File: src/rtl/mem_stage_param.sv
// Parametrised memory stage between execute and writeback: registers execute results,
// performs byte-enabled loads/stores with optional wait states and a stall handshake.

module mem_stage_param_lane #(
    parameter int ADDR_W = 6,
    parameter int DEPTH  = 64
) (
    input  logic              clk,
    input  logic              rst,
    input  logic              wr,
    input  logic [ADDR_W-1:0] idx,
    input  logic [7:0]        wdata,
    output logic [7:0]        rdata
);
    logic [7:0] mem [DEPTH];

    // Every word is cleared on reset so loads after reset return zero.
    always_ff @(posedge clk) begin
        if (rst) begin
            for (int i = 0; i < DEPTH; i++) mem[i] <= '0;
        end else if (wr) begin
            mem[idx] <= wdata;
        end
    end

    assign rdata = mem[idx];
endmodule

module mem_stage_param #(
    parameter int DATA_W   = 16,
    parameter int ADDR_W   = 6,
    parameter int REG_AW   = 3,
    parameter int WAIT_CYC = 0
) (
    input  logic                clk,
    input  logic                rst,
    input  logic                valid_in,
    input  logic                we,
    input  logic [DATA_W/8-1:0] be,
    input  logic [DATA_W-1:0]   mem_data_in,
    input  logic [REG_AW-1:0]   writeback_address_in,
    input  logic                writeback_en_in,
    input  logic                writeback_src_in,
    input  logic [DATA_W-1:0]   alu_data_in,
    output logic                stall_out,
    output logic                valid_out,
    output logic [REG_AW-1:0]   writeback_address_out,
    output logic                writeback_en_out,
    output logic                writeback_src_out,
    output logic [DATA_W-1:0]   alu_data_out,
    output logic [DATA_W-1:0]   mem_data_out,
    output logic                addr_err_out
);
    localparam int NUM_LANES = DATA_W / 8;
    localparam int DEPTH     = 2 ** ADDR_W;
    localparam int CNT_W     = 4;

    typedef enum logic {S_IDLE, S_WAIT} state_t;

    state_t                        state, state_nxt;
    logic [CNT_W-1:0]              cnt, cnt_nxt;
    logic                          memop, is_load, oor, complete, stall;
    logic [ADDR_W-1:0]             idx;
    logic [NUM_LANES-1:0][7:0]     rd_data;

    assign memop    = valid_in & (we | writeback_src_in);
    assign is_load  = valid_in & writeback_src_in;
    assign idx      = alu_data_in[ADDR_W-1:0];
    assign complete = valid_in & ~stall;

    generate
        if (ADDR_W < DATA_W) begin : g_oor
            assign oor = |alu_data_in[DATA_W-1:ADDR_W];
        end else begin : g_no_oor
            assign oor = 1'b0;
        end
    endgenerate

    always_ff @(posedge clk) begin
        if (rst) begin
            state <= S_IDLE;
            cnt   <= '0;
        end else begin
            state <= state_nxt;
            cnt   <= cnt_nxt;
        end
    end

    // cnt counts remaining stall cycles; the cycle that sees cnt==0 is the completion cycle.
    always_comb begin
        state_nxt = state;
        cnt_nxt   = cnt;
        stall     = 1'b0;
        case (state)
            S_IDLE: begin
                if (memop && WAIT_CYC > 0) begin
                    stall     = 1'b1;
                    state_nxt = S_WAIT;
                    cnt_nxt   = CNT_W'(WAIT_CYC - 1);
                end
            end
            S_WAIT: begin
                if (cnt != '0) begin
                    stall   = 1'b1;
                    cnt_nxt = cnt - 1'b1;
                end else begin
                    state_nxt = S_IDLE;
                end
            end
            default: state_nxt = S_IDLE;
        endcase
        if (rst) stall = 1'b0;
    end

    assign stall_out = stall;

    for (genvar k = 0; k < NUM_LANES; k++) begin : g_lane
        mem_stage_param_lane #(.ADDR_W(ADDR_W), .DEPTH(DEPTH)) u_lane (
            .clk   (clk),
            .rst   (rst),
            .wr    (complete & we & ~oor & be[k]),
            .idx   (idx),
            .wdata (mem_data_in[8*k +: 8]),
            .rdata (rd_data[k])
        );
    end

    always_ff @(posedge clk) begin
        if (rst) begin
            valid_out             <= 1'b0;
            writeback_address_out <= '0;
            writeback_en_out      <= 1'b0;
            writeback_src_out     <= 1'b0;
            alu_data_out          <= '0;
            mem_data_out          <= '0;
            addr_err_out          <= 1'b0;
        end else if (complete) begin
            valid_out             <= 1'b1;
            writeback_address_out <= writeback_address_in;
            writeback_en_out      <= writeback_en_in;
            writeback_src_out     <= writeback_src_in;
            alu_data_out          <= alu_data_in;
            mem_data_out          <= (is_load & ~oor) ? rd_data : '0;
            addr_err_out          <= memop & oor;
        end else begin
            // bubble: idle or stalled cycle, data registers hold
            valid_out        <= 1'b0;
            writeback_en_out <= 1'b0;
        end
    end
endmodule

File: config.mk
export PLATFORM = sky130hd
export DESIGN_NAME = mem_stage_param
export DESIGN_NICKNAME = d
export VERILOG_FILES = /design/src/rtl/mem_stage_param.sv
export SDC_FILE = /design/constraint.sdc
export NUM_CORES = 2
export LEC_CHECK = 0
export ABC_AREA = 1
export CORE_MARGIN = 2
export CORE_UTILIZATION = 45
export CTS_BUF_LIST = sky130_fd_sc_hd__clkbuf_8
export CTS_CLUSTER_SIZE = 8
export DETAILED_ROUTE_END_ITERATION = 8
export GPL_TIMING_DRIVEN = 0
export PLACE_DENSITY = 0.7
export SLEW_MARGIN = 20
export SYNTH_ARGS = -nofsm -noshare
export SYNTH_HDL_FRONTEND = slang
export SYNTH_HIERARCHICAL = 1
export SYNTH_SLANG_ARGS = --single-unit
export TNS_END_PERCENT = 10
File: constraint.sdc
create_clock -name clk -period 3.99 [get_ports clk]
set_clock_uncertainty 0.2 [all_clocks]
set_input_delay 0.798 -clock clk [delete_from_list [all_inputs] [get_ports clk]]
set_output_delay 0.798 -clock clk [all_outputs]
set_load 0.005 [all_outputs]
==> reports/summary.log <==
[outcome] run status finished, violations left
[outcome] violations in the final reports setup timing
[yosys] cell type contributing the most total cell area after synthesis edfxtp_1
[worst_setup_path] kind of end point of the critical path flip-flop
[floorplan] die span in x 338.6 um
[clock_tree] latest clock arrival within the worst-skew pair 840 ps
[final_layout] most frequent standard cell in the layout excluding fill and tap cells nand2_1
[timing] headroom to the max-slew limit 0.1649
[final_layout] Final Net Count 6135
[worst_setup_path] end of the critical path g_lane[1].u_lane/mem[63][7]$_SDFFCE_PN0P_
[clock_tree] H-tree levels 4
[routing] DRT met1 WL 64920 um
[worst_setup_path] CP Launch Point alu_data_in[2]
[yosys] synth unique cells 32
[timing] Final period util 1.038
[grt] number of antenna violations at the first check in global routing 7
[yosys] post-synthesis sequential area ratio 0.6280
[clock_tree] Root Driver clkbuf_8
[timing] Setup Viol. Count Final 42
[yosys] post-synthesis register bit count 1068
[yosys] Yosys warning total 6
[floorplan] Starting Density 0.4545
[timing] number of hold violations in the final report 0
[clock_tree] CTS Buf Count 170
[timing] crit path time final 4141 ps
[power] leakage dissipation 24.81 nW
[final_layout] most frequent cells in the layout nand2_1, nor2_1, edfxtp_1, clkbuf_1, clkbuf_8
[routing] post-detailed-route wirelength per cell 21.65 um
[yosys] Synth Area per Inst 8.655 um^2
[place] placed inst area 0.05321 mm^2
[final_layout] area growth from synthesis to final layout 11.99%
[worst_setup_path] worst flop-to-flop path startpoint cnt[0]$_SDFFE_PP0N_
[routing] detailed-routing iteration count for the pre-antenna-repair pass 6
[worst_setup_path] type of element launching the critical path input port
[worst_setup_path] category of the critical setup timing path input port to flip-flop
[floorplan] top-level I/O count 83
[timing] highest clock frequency the design can meet 241.5 MHz
[worst_setup_path] signal arrival time at the worst endpoint 4430 ps
[routing] via count 42110
[timing] final worst slack -151.4 ps
[yosys] number of cells produced by synthesis 5820
[timing] final-layout worst hold slack 267.8 ps
[grt] global-route wire length before repair 243100 um
[routing] number of vias per cell 5.473
[power] power density over cell area 423.9 mW/mm^2
[place] Placement Setup Slack -1248 ps
[routing] Detail Route met2 WL 68300 um
[grt] pin count of the biggest net entering global routing 17
[clock_tree] clock tree from TritonCTS built
[power] worst supply voltage drop on vdd 0.2450 mV
[worst_setup_path] worst r2r dst g_lane[1].u_lane/mem[63][7]$_SDFFCE_PN0P_
[routing] met3 routed WL 25900 um
[floorplan] Std-Cell Rows 122
[clock_tree] CTS sink cnt 1068
[grt] Congestion Overflow GR 0
[floorplan] Die Ht 338.6 um
[worst_setup_path] maximum net fanout on the critical path 10
[run] max capacitance violation total 0
[timing] unrepaired setup endpoints after global routing true
[timing] Worst-Margin Slew 1253 ps
[yosys] share of the synthesized area in the top cell type 0.6105
[routing] Detailed Route Iter0 Violations 6410
[grt] via count of the first global-routing pass 39190
[worst_setup_path] depth of the most critical reg-to-reg path 14
[routing] remaining antenna violation count 0
[grt] overall routing resource usage 0.2852
[routing] final routed wirelength across all metal layers 166600 um
[routing] top layer in use met5
[clock_tree] maximum clock path buffer count 3
[final_layout] share of post-route cells with drive strength above 1 0.08059
[worst_setup_path] Reg2Reg Setup Slack 110 ps
[place] weighted congestion at the end of routability-driven global placement 1.019
[hold_path] worst hold path type flip-flop to flip-flop
[floorplan] Die Outline Area 0.1146 mm^2
[final_layout] finished layout cell area 0.05641 mm^2
[worst_setup_path] data required time of the worst path 4280 ps
[timing] Max Slew Vio Count 0
[place] port bufs 82
[yosys] net count after synthesis 5864
[clock_tree] Post-CTS Hold Fix Bufs 0
[clock_tree] clock-pin transition on the worst setup and hold timing paths 60 ps
[routing] DRC Markers 0
[yosys] post-synthesis cell area 0.05037 mm^2
[floorplan] core region area 0.1108 mm^2
[place] DP HPWL 118800 um
[yosys] main area contributors after synthesis edfxtp_1, nand2_1, nor2_1
## how the worst min path moves through the flow
stage | depth (start not counted) | start | end
4_1_cts | 3 | writeback_en_in | writeback_en_out$_SDFF_PP0_
3_5_place_dp | 2 | mem_data_out[2]$_SDFFE_PP0P_ | mem_data_out[2]$_SDFFE_PP0P_
3_3_place_gp | 2 | mem_data_out[8]$_SDFFE_PP0P_ | mem_data_out[8]$_SDFFE_PP0P_
6_report | 2 | mem_data_out[2]$_SDFFE_PP0P_ | mem_data_out[2]$_SDFFE_PP0P_
2_1_floorplan | 1 | cnt[0]$_SDFFE_PP0N_ | cnt[0]$_SDFFE_PP0N_
5_1_grt | 2 | mem_data_out[8]$_SDFFE_PP0P_ | mem_data_out[8]$_SDFFE_PP0P_
## state kept, by name (all words and copies together) (netlist names)
signal,count
valid_out,1
mem_data_out,16
writeback_en_out,1
g_lane.u_lane/mem,1024
writeback_address_out,3
alu_data_out,16
cnt,4
writeback_src_out,1
state,1
addr_err_out,1
## kinds of logic after synthesis
logic type,count (synthesis),synth area share
buf+inv,412,0.03450
fa+ha+maj,1,0.0002484
compound gates,68,0.007328
flops,1068,0.6280
simple gates,4270,0.3298
xor+xnor,1,0.0001739
## power by group
part / leakage (nW) / internal, mW / total (mW) / switching (mW)
Sequential: 10.1 / 12.8 / 13.0 / 0.170
Clock: 1.73 / 4.27 / 8.52 / 4.25
Combinational: 13.0 / 0.556 / 2.43 / 1.87
Total: 24.8 / 17.6 / 23.9 / 6.29
## cell usage after synthesis (all sizes together)
cell type and instances:
clkbuf 225, o22ai 1, nand3 45, o211ai 10
nor3 26, nor4 12, nand4 2, o21ai 37
xor2 1, edfxtp 1024, a21oi 19, a21boi 1
clkinv 4, buf 116, nand2 3037, dfxtp 44
ha 1, or2 12, nor2 1136, inv 67
## area by class of cell
type / count / area, um^2
Inverter: 71 / 266.5
Clock inverter: 107 / 520.5
Timing Repair Buffer: 99 / 1005
Antenna cell: 2 / 5.005
Tap cell: 1488 / 1862
Sequential cell: 1068 / 31630
Clock buffer: 178 / 2450
Multi-Input combinational cell: 4340 / 17190
Fill cell: 10240 / 54410
Buffer: 341 / 1484
## critical path, cell delays in order
cell	delay (ps)
clkdlybuf4s50_1	1160
buf_2	460
nand2_2	320
nor3_4	930
nand2_2	330
nand2_1	400
## routing by layer
layer | up-vias | GRT usage
li1 | 19030 | -
met1 | 19680 | 0.4017
met2 | 2914 | 0.4059
met3 | 475 | 0.09023
met4 | 10 | 0.1192
met5 | - | 0
## what timing repair did
action,in CTS,in global routing
endpoints found under the hold margin,0,0
pin swaps,2,5
buffers inserted,2,2
endpoints found under the setup margin,260,664
resized for setup,19,41
## per-stage QoR
step	power, mW	TNS, ps	utilization	cells
final	23.91	-1764	0.5090	7694
after global routing	24.65	-1480	0.5090	7693
after CTS	23.89	-665.1	0.5076	7690
after detailed placement	15.50	-1125140	0.4802	7403
after global placement	15.46	-1952500	0.4787	7390
after floorplan	14.50	0	-	5820
Power figures use the tool's default switching activity.
